`config.mk`:
```
export PLATFORM = sky130hd
export DESIGN_NAME = sap_ctrl_seq
export DESIGN_NICKNAME = d
export VERILOG_FILES = /design/src/rtl/sap_ctrl_seq.sv
export SDC_FILE = /design/constraint.sdc
export NUM_CORES = 1
export LEC_CHECK = 0
export BUFFER_PORTS_ARGS = -buffer_cell sky130_fd_sc_hd__clkbuf_2
export CORE_MARGIN = 5
export CORE_UTILIZATION = 40
export CTS_CLUSTER_SIZE = 16
export DETAILED_ROUTE_END_ITERATION = 8
export HOLD_SLACK_MARGIN = 0.12
export PLACE_DENSITY_LB_ADDON = 0.05
export SETUP_SLACK_MARGIN = 0.2
export SYNTH_ARGS = -nofsm -noshare
export SYNTH_HDL_FRONTEND = slang
export SYNTH_SLANG_ARGS = --single-unit
export TNS_END_PERCENT = 100
```
`constraint.sdc`:
```
create_clock -name clk -period 4.9 [get_ports clk]
set_clock_uncertainty 0.1 [all_clocks]
set_input_delay 0.98 -clock clk [delete_from_list [all_inputs] [get_ports clk]]
set_output_delay 0.98 -clock clk [all_outputs]
set_load 0.05 [all_outputs]
```
`src/rtl/sap_ctrl_seq.sv`:
```
// sap_ctrl_seq: controller-sequencer for the SAP datapath.
//
// A one-hot T-state ring plus a microcode decode drive the bus control lines
// of PC, MAR, RAM, IR, A, B, ALU and OUT. It supports conditional jumps
// (JMP/JZ/JC, which use the PC parallel-load strobe lp), HLT latching,
// prog_mode hold and a configurable ring length.
//
// Parameters
//   NSTATES  T-states per ring, 6..8 (states after T6 issue no control)
//   OPW      opcode width, >= 4 (any set bit above [3:0] decodes as NOP)
//
// Ports
//   clk        in   rising-edge clock
//   n_clr      in   asynchronous active-low reset
//   prog_mode  in   1 = RAM being loaded; sequencer held, outputs inactive
//   opcode     in   IR opcode [OPW-1:0]
//   flag_z     in   ALU zero flag (used by JZ in T4)
//   flag_c     in   ALU carry flag (used by JC in T4)
//   tstate     out  one-hot current T-state, bit0 = T1
//   halted     out  HLT has executed
//   cp,ep,ea,su,eu,lp               out  active-high controls
//   n_lm,n_ce,n_li,n_ei,n_la,n_lb,n_lo  out  active-low controls
//
// Configuration macro: SEQ_EARLY_END_EN
//   Defined:   the ring returns to T1 right after the last state the current
//              opcode uses (NOP after T3, JMP/JZ/JC/OUT after T4, LDA after
//              T5, ADD/SUB after T6). Fetch is never shortened.
//   Undefined: every instruction occupies all NSTATES states.
//
// Sequencer mode (exposed through halted and tstate):
//   MODE_WAIT  after reset, waiting for the first edge with prog_mode low
//   MODE_RUN   ring is running (frozen while prog_mode is high)
//   MODE_HALT  HLT executed; tstate frozen at T4 until reset
module sap_ctrl_seq #(
    parameter int NSTATES = 6,
    parameter int OPW     = 4
) (
    input  logic               clk,
    input  logic               n_clr,
    input  logic               prog_mode,
    input  logic [OPW-1:0]     opcode,
    input  logic               flag_z,
    input  logic               flag_c,
    output logic [NSTATES-1:0] tstate,
    output logic               halted,
    output logic               cp,
    output logic               ep,
    output logic               ea,
    output logic               su,
    output logic               eu,
    output logic               lp,
    output logic               n_lm,
    output logic               n_ce,
    output logic               n_li,
    output logic               n_ei,
    output logic               n_la,
    output logic               n_lb,
    output logic               n_lo
);

    localparam logic [3:0] OP_LDA = 4'b0000;
    localparam logic [3:0] OP_ADD = 4'b0001;
    localparam logic [3:0] OP_SUB = 4'b0010;
    localparam logic [3:0] OP_JMP = 4'b0011;
    localparam logic [3:0] OP_JZ  = 4'b0100;
    localparam logic [3:0] OP_JC  = 4'b0101;
    localparam logic [3:0] OP_NOP = 4'b0110;
    localparam logic [3:0] OP_OUT = 4'b1110;
    localparam logic [3:0] OP_HLT = 4'b1111;

    localparam logic [NSTATES-1:0] T1_ONEHOT = NSTATES'(1);

    typedef enum logic [1:0] {
        MODE_WAIT = 2'd0,
        MODE_RUN  = 2'd1,
        MODE_HALT = 2'd2
    } mode_e;

    mode_e              mode_q, mode_d;
    logic [NSTATES-1:0] tstate_q, tstate_d;
    logic [3:0]         op;
    logic               op_in_range;
    logic               at_end;
    logic               active;

    // Wide opcodes with anything set above bit 3 are folded onto a NOP code.
    assign op_in_range = ((opcode >> 4) == '0);
    assign op          = op_in_range ? opcode[3:0] : OP_NOP;

    // at_end: the current T-state is the last one of this instruction.
    always_comb begin
`ifdef SEQ_EARLY_END_EN
        case (op)
            OP_LDA:                       at_end = tstate_q[4];
            OP_ADD, OP_SUB:               at_end = tstate_q[5];
            OP_JMP, OP_JZ, OP_JC, OP_OUT: at_end = tstate_q[3];
            OP_HLT:                       at_end = tstate_q[NSTATES-1];
            default:                      at_end = tstate_q[2];
        endcase
`else
        at_end = tstate_q[NSTATES-1];
`endif
    end

    always_comb begin
        mode_d   = mode_q;
        tstate_d = tstate_q;
        case (mode_q)
            MODE_WAIT: begin
                // First edge with prog_mode low only arms the ring; T1 stays.
                if (!prog_mode) mode_d = MODE_RUN;
            end
            MODE_RUN: begin
                if (!prog_mode) begin
                    if (op == OP_HLT && tstate_q[3]) mode_d = MODE_HALT;
                    else if (at_end)                 tstate_d = T1_ONEHOT;
                    else                             tstate_d = tstate_q << 1;
                end
            end
            default: ;  // halted: everything frozen until reset
        endcase
    end

    always_ff @(posedge clk or negedge n_clr) begin
        if (!n_clr) begin
            mode_q   <= MODE_WAIT;
            tstate_q <= T1_ONEHOT;
        end else begin
            mode_q   <= mode_d;
            tstate_q <= tstate_d;
        end
    end

    assign tstate = tstate_q;
    assign halted = (mode_q == MODE_HALT);
    assign active = (mode_q == MODE_RUN) && !prog_mode;

    // Control decode. Flags only matter in T4 (JZ/JC).
    always_comb begin
        cp = 1'b0; ep = 1'b0; ea = 1'b0; su = 1'b0; eu = 1'b0; lp = 1'b0;
        n_lm = 1'b1; n_ce = 1'b1; n_li = 1'b1; n_ei = 1'b1;
        n_la = 1'b1; n_lb = 1'b1; n_lo = 1'b1;
        if (active) begin
            if (tstate_q[0]) begin
                ep = 1'b1; n_lm = 1'b0;
            end else if (tstate_q[1]) begin
                cp = 1'b1;
            end else if (tstate_q[2]) begin
                n_ce = 1'b0; n_li = 1'b0;
            end else if (tstate_q[3]) begin
                case (op)
                    OP_LDA, OP_ADD, OP_SUB: begin n_ei = 1'b0; n_lm = 1'b0; end
                    OP_JMP: begin n_ei = 1'b0; lp = 1'b1; end
                    OP_JZ:  if (flag_z) begin n_ei = 1'b0; lp = 1'b1; end
                    OP_JC:  if (flag_c) begin n_ei = 1'b0; lp = 1'b1; end
                    OP_OUT: begin ea = 1'b1; n_lo = 1'b0; end
                    default: ;
                endcase
            end else if (tstate_q[4]) begin
                case (op)
                    OP_LDA:         begin n_ce = 1'b0; n_la = 1'b0; end
                    OP_ADD, OP_SUB: begin n_ce = 1'b0; n_lb = 1'b0; end
                    default: ;
                endcase
            end else if (tstate_q[5]) begin
                case (op)
                    OP_ADD: begin eu = 1'b1; n_la = 1'b0; end
                    OP_SUB: begin eu = 1'b1; su = 1'b1; n_la = 1'b0; end
                    default: ;
                endcase
            end
        end
    end

endmodule

```
==> impl_summary.log <==
[metrics] P&R area growth vs syn: 32.4%
[metrics] drt pass-1 iters: 4
[metrics] IR Drop Worst-Case VDD: 0.117 mV
[metrics] Antenna diodes: 0
[metrics] total grt overflow: 0
[metrics] Fmax achieved: 273 MHz
[metrics] Initial Utilization: 42.9%
[metrics] clock slew seen by the registers of the worst setup and hold paths: 60 ps
[metrics] I/O Pins: 29
[metrics] total of hold buffers inserted after clock tree synthesis: 0
[metrics] global placement routability congestion: 0.760
[metrics] category of the worst setup path launch point: input pin
[metrics] pin count of the biggest net entering global routing: 11
[metrics] syn_nets: 71
[metrics] average wire per standard cell: 13.0 µm
[metrics] number of failing setup endpoints in the final timing report: 0
[metrics] iteration-0 DRC count of the detailed router: 17
[metrics] top cell type's share of synthesized area: 30.6%
[metrics] post-synthesis sequential element count: 8
[metrics] first-pass GRT wire length: 2150 µm
[metrics] Cell Pwr Density: between 150 and 200 nW/µm²
[metrics] post-cts gate resize count: 0
[metrics] final hold vios: 0
[metrics] WHS: around 450 ps
[metrics] Tmin final: 3670 ps
[metrics] Die Height: ~48 µm
[metrics] layout cells sized above 1: a little over two fifths
[metrics] Post-CTS Setup Inserts: 0
[metrics] Setup crit end kind: output port
[metrics] period utilisation layout: 74.8%
[metrics] number of H-tree levels: 1
[metrics] async set or reset register ratio after synthesis: between 90% and 100%
[metrics] part of the Yosys area used for sequential elements: 35.2%
[metrics] required time worst endpoint: 3820 ps
[metrics] cell type with the highest aggregate area in the netlist: sky130_fd_sc_hd__dfrtp_1
[metrics] DRC violations left: 0
[metrics] TritonCTS clock tree: done
[metrics] dominant synthesized flop cell: sky130_fd_sc_hd__dfrtp_1
[metrics] post-synthesis instance total: 62
[metrics] unrepaired setup endpoints after global routing: no
[metrics] remaining antenna violation count: 0
[metrics] antenna violations before repair: 0
[metrics] total via count after detailed routing: a little under 600
[metrics] Core Area: 1330 µm²
[metrics] post-detailed-placement half-perimeter wirelength: 1130 µm
[metrics] number of clock buffers inserted by TritonCTS: 3
[metrics] number of maximum-capacitance constraint violations: 0
[metrics] max-slew violation total from the final report: 0
[metrics] Netlist cell types: 29
[metrics] Warnings, synthesis: 0
[metrics] Setup TNS: 0 ps
[metrics] normalized max-slew margin: 55.8%
[metrics] Routed WL: 1410 µm
[metrics] power consumption: between 0.1 and 0.15 mW
[metrics] synthesized cell area: 572 µm²
[metrics] # clock sinks: 8
[metrics] Synth area leaders: sky130_fd_sc_hd__dfrtp_1 31%, sky130_fd_sc_hd__o2bb2ai_1 7.7%, sky130_fd_sc_hd__nand3b_1 5.3%
[metrics] endpoint arrival time on the critical path: 2590 ps
[metrics] status: finished clean
[metrics] Via density: 5.47
[metrics] number of global-route vias before repair: 476
[metrics] global-route total usage across every layer: 13.6%
[metrics] EDFF count, synth: 0
[metrics] width of the die: 47.8 µm
[metrics] maximum root-to-sink buffer count: 2
[metrics] final core area utilization: 56.8%
[metrics] Root Buffer: sky130_fd_sc_hd__clkbuf_4
[metrics] Hold WC Path Type: reg -> reg
[metrics] die area: approximately 2300 µm²
[metrics] number of core rows: 13
[metrics] static power due to leakage: approximately 0.35 nW
[metrics] Worst Max-Slew Pin Slew: 655 ps
[metrics] class of the most critical setup path: in -> out
[metrics] number of port buffers: 28
[metrics] insertion delay of the later-clocked pin in the worst-skew pair: 250 ps
[metrics] maximum fanout count along the critical path: 10
[metrics] Mean Syn Cell Area: ~9.2 µm²
[metrics] fin nets: 104
cell families after synthesis:
group,share of synthesized area [%]
muxes,3.72
DFF,35.2
AOI/OAI and AO/OA,16.6
xor gates and xnor gates,1.53
and+or+nand+nor,42.9
sequential cells by signal, indices dropped and copies added (netlist names):
name	flops
mode_q	2
tstate	6
worst max-delay path, cell delays in order:
cell and delay [ps]:
sky130_fd_sc_hd__clkbuf_2 100, sky130_fd_sc_hd__nor3b_2 490, sky130_fd_sc_hd__nand4_1 260, sky130_fd_sc_hd__or3b_2 500
sky130_fd_sc_hd__clkbuf_2 250
cell usage in the layout (no fill, tap or decap), drive strengths merged:
cell / count
a21oi: 1
nand4: 1
dfrtp: 7
dfstp: 1
o22a: 1
nor2b: 1
nand2b: 4
o21ai: 4
o2bb2ai: 5
and3b: 1
clkbuf: 32
a211o: 1
xnor2: 1
a21o: 1
and4b: 1
and2: 1
mux2: 1
nand3b: 4
or3b: 4
nand3: 1
nor3b: 3
nor2: 7
nor3: 5
nand2: 3
mux2i: 1
or3: 2
stage by stage:
| step | std cells | cell area (µm²) | setup slack, ps |
|---|---|---|---|
| finish | 109 | 757 | 1230 |
| global route | 109 | 757 | 1080 |
| CTS | 109 | 757 | 1240 |
| detailed placement | 105 | 731 | 1240 |
| global placement | 105 | 731 | 1350 |
| floorplan | 62 | 572 | 1010 |
synth_stat cells (2+ instances only):
cell type and number:
sky130_fd_sc_hd__o21ai_0 4, sky130_fd_sc_hd__nand2b_1 4, sky130_fd_sc_hd__nor3b_1 2, sky130_fd_sc_hd__nor2_1 7, sky130_fd_sc_hd__or3b_1 2, sky130_fd_sc_hd__dfrtp_1 7
sky130_fd_sc_hd__o2bb2ai_1 5, sky130_fd_sc_hd__nand2_1 3, sky130_fd_sc_hd__nor3_1 5, sky130_fd_sc_hd__nand3b_1 4
area by class of cell:
type | instances | area [µm²]
Fill cell | 134 | 577
Multi-Input combinational cell | 54 | 370
Sequential cell | 8 | 201
Timing Repair Buffer | 28 | 140
Clock buffer | 4 | 26.3
Tap cell | 15 | 18.8
per-layer routing:
| metal | wire, µm | track usage [%] |
|---|---|---|
| met4 | 8 | 8.06 |
| met3 | 123 | 3.76 |
| met1 | 670 | 18.0 |
| met2 | 610 | 19.8 |
| met5 | 0 | 0 |
power by group:
part           total, mW          switching, mW  internal [mW]  leakage [nW]
Clock             0.0515                 0.0205         0.0310        0.0150
Sequential        0.0662  0.0000000000000000148         0.0662         0.103
Combinational     0.0159                0.00969        0.00619         0.231
final timing paths:
check,start,endpoint,slack [ps],depth (start not counted)
min in group asynchronous,n_clr,tstate[2],470,1
worst min register to register,mode_q[1],mode_q[1],450,1
worst max-delay path,prog_mode,n_lb,1230,5
max in group asynchronous,n_clr,tstate[0],3980,1
worst max register to register,mode_q[1],tstate[0],2970,3
worst min-delay path,mode_q[1],mode_q[1],450,1
No activity file was read; power rests on OpenSTA's default activity.
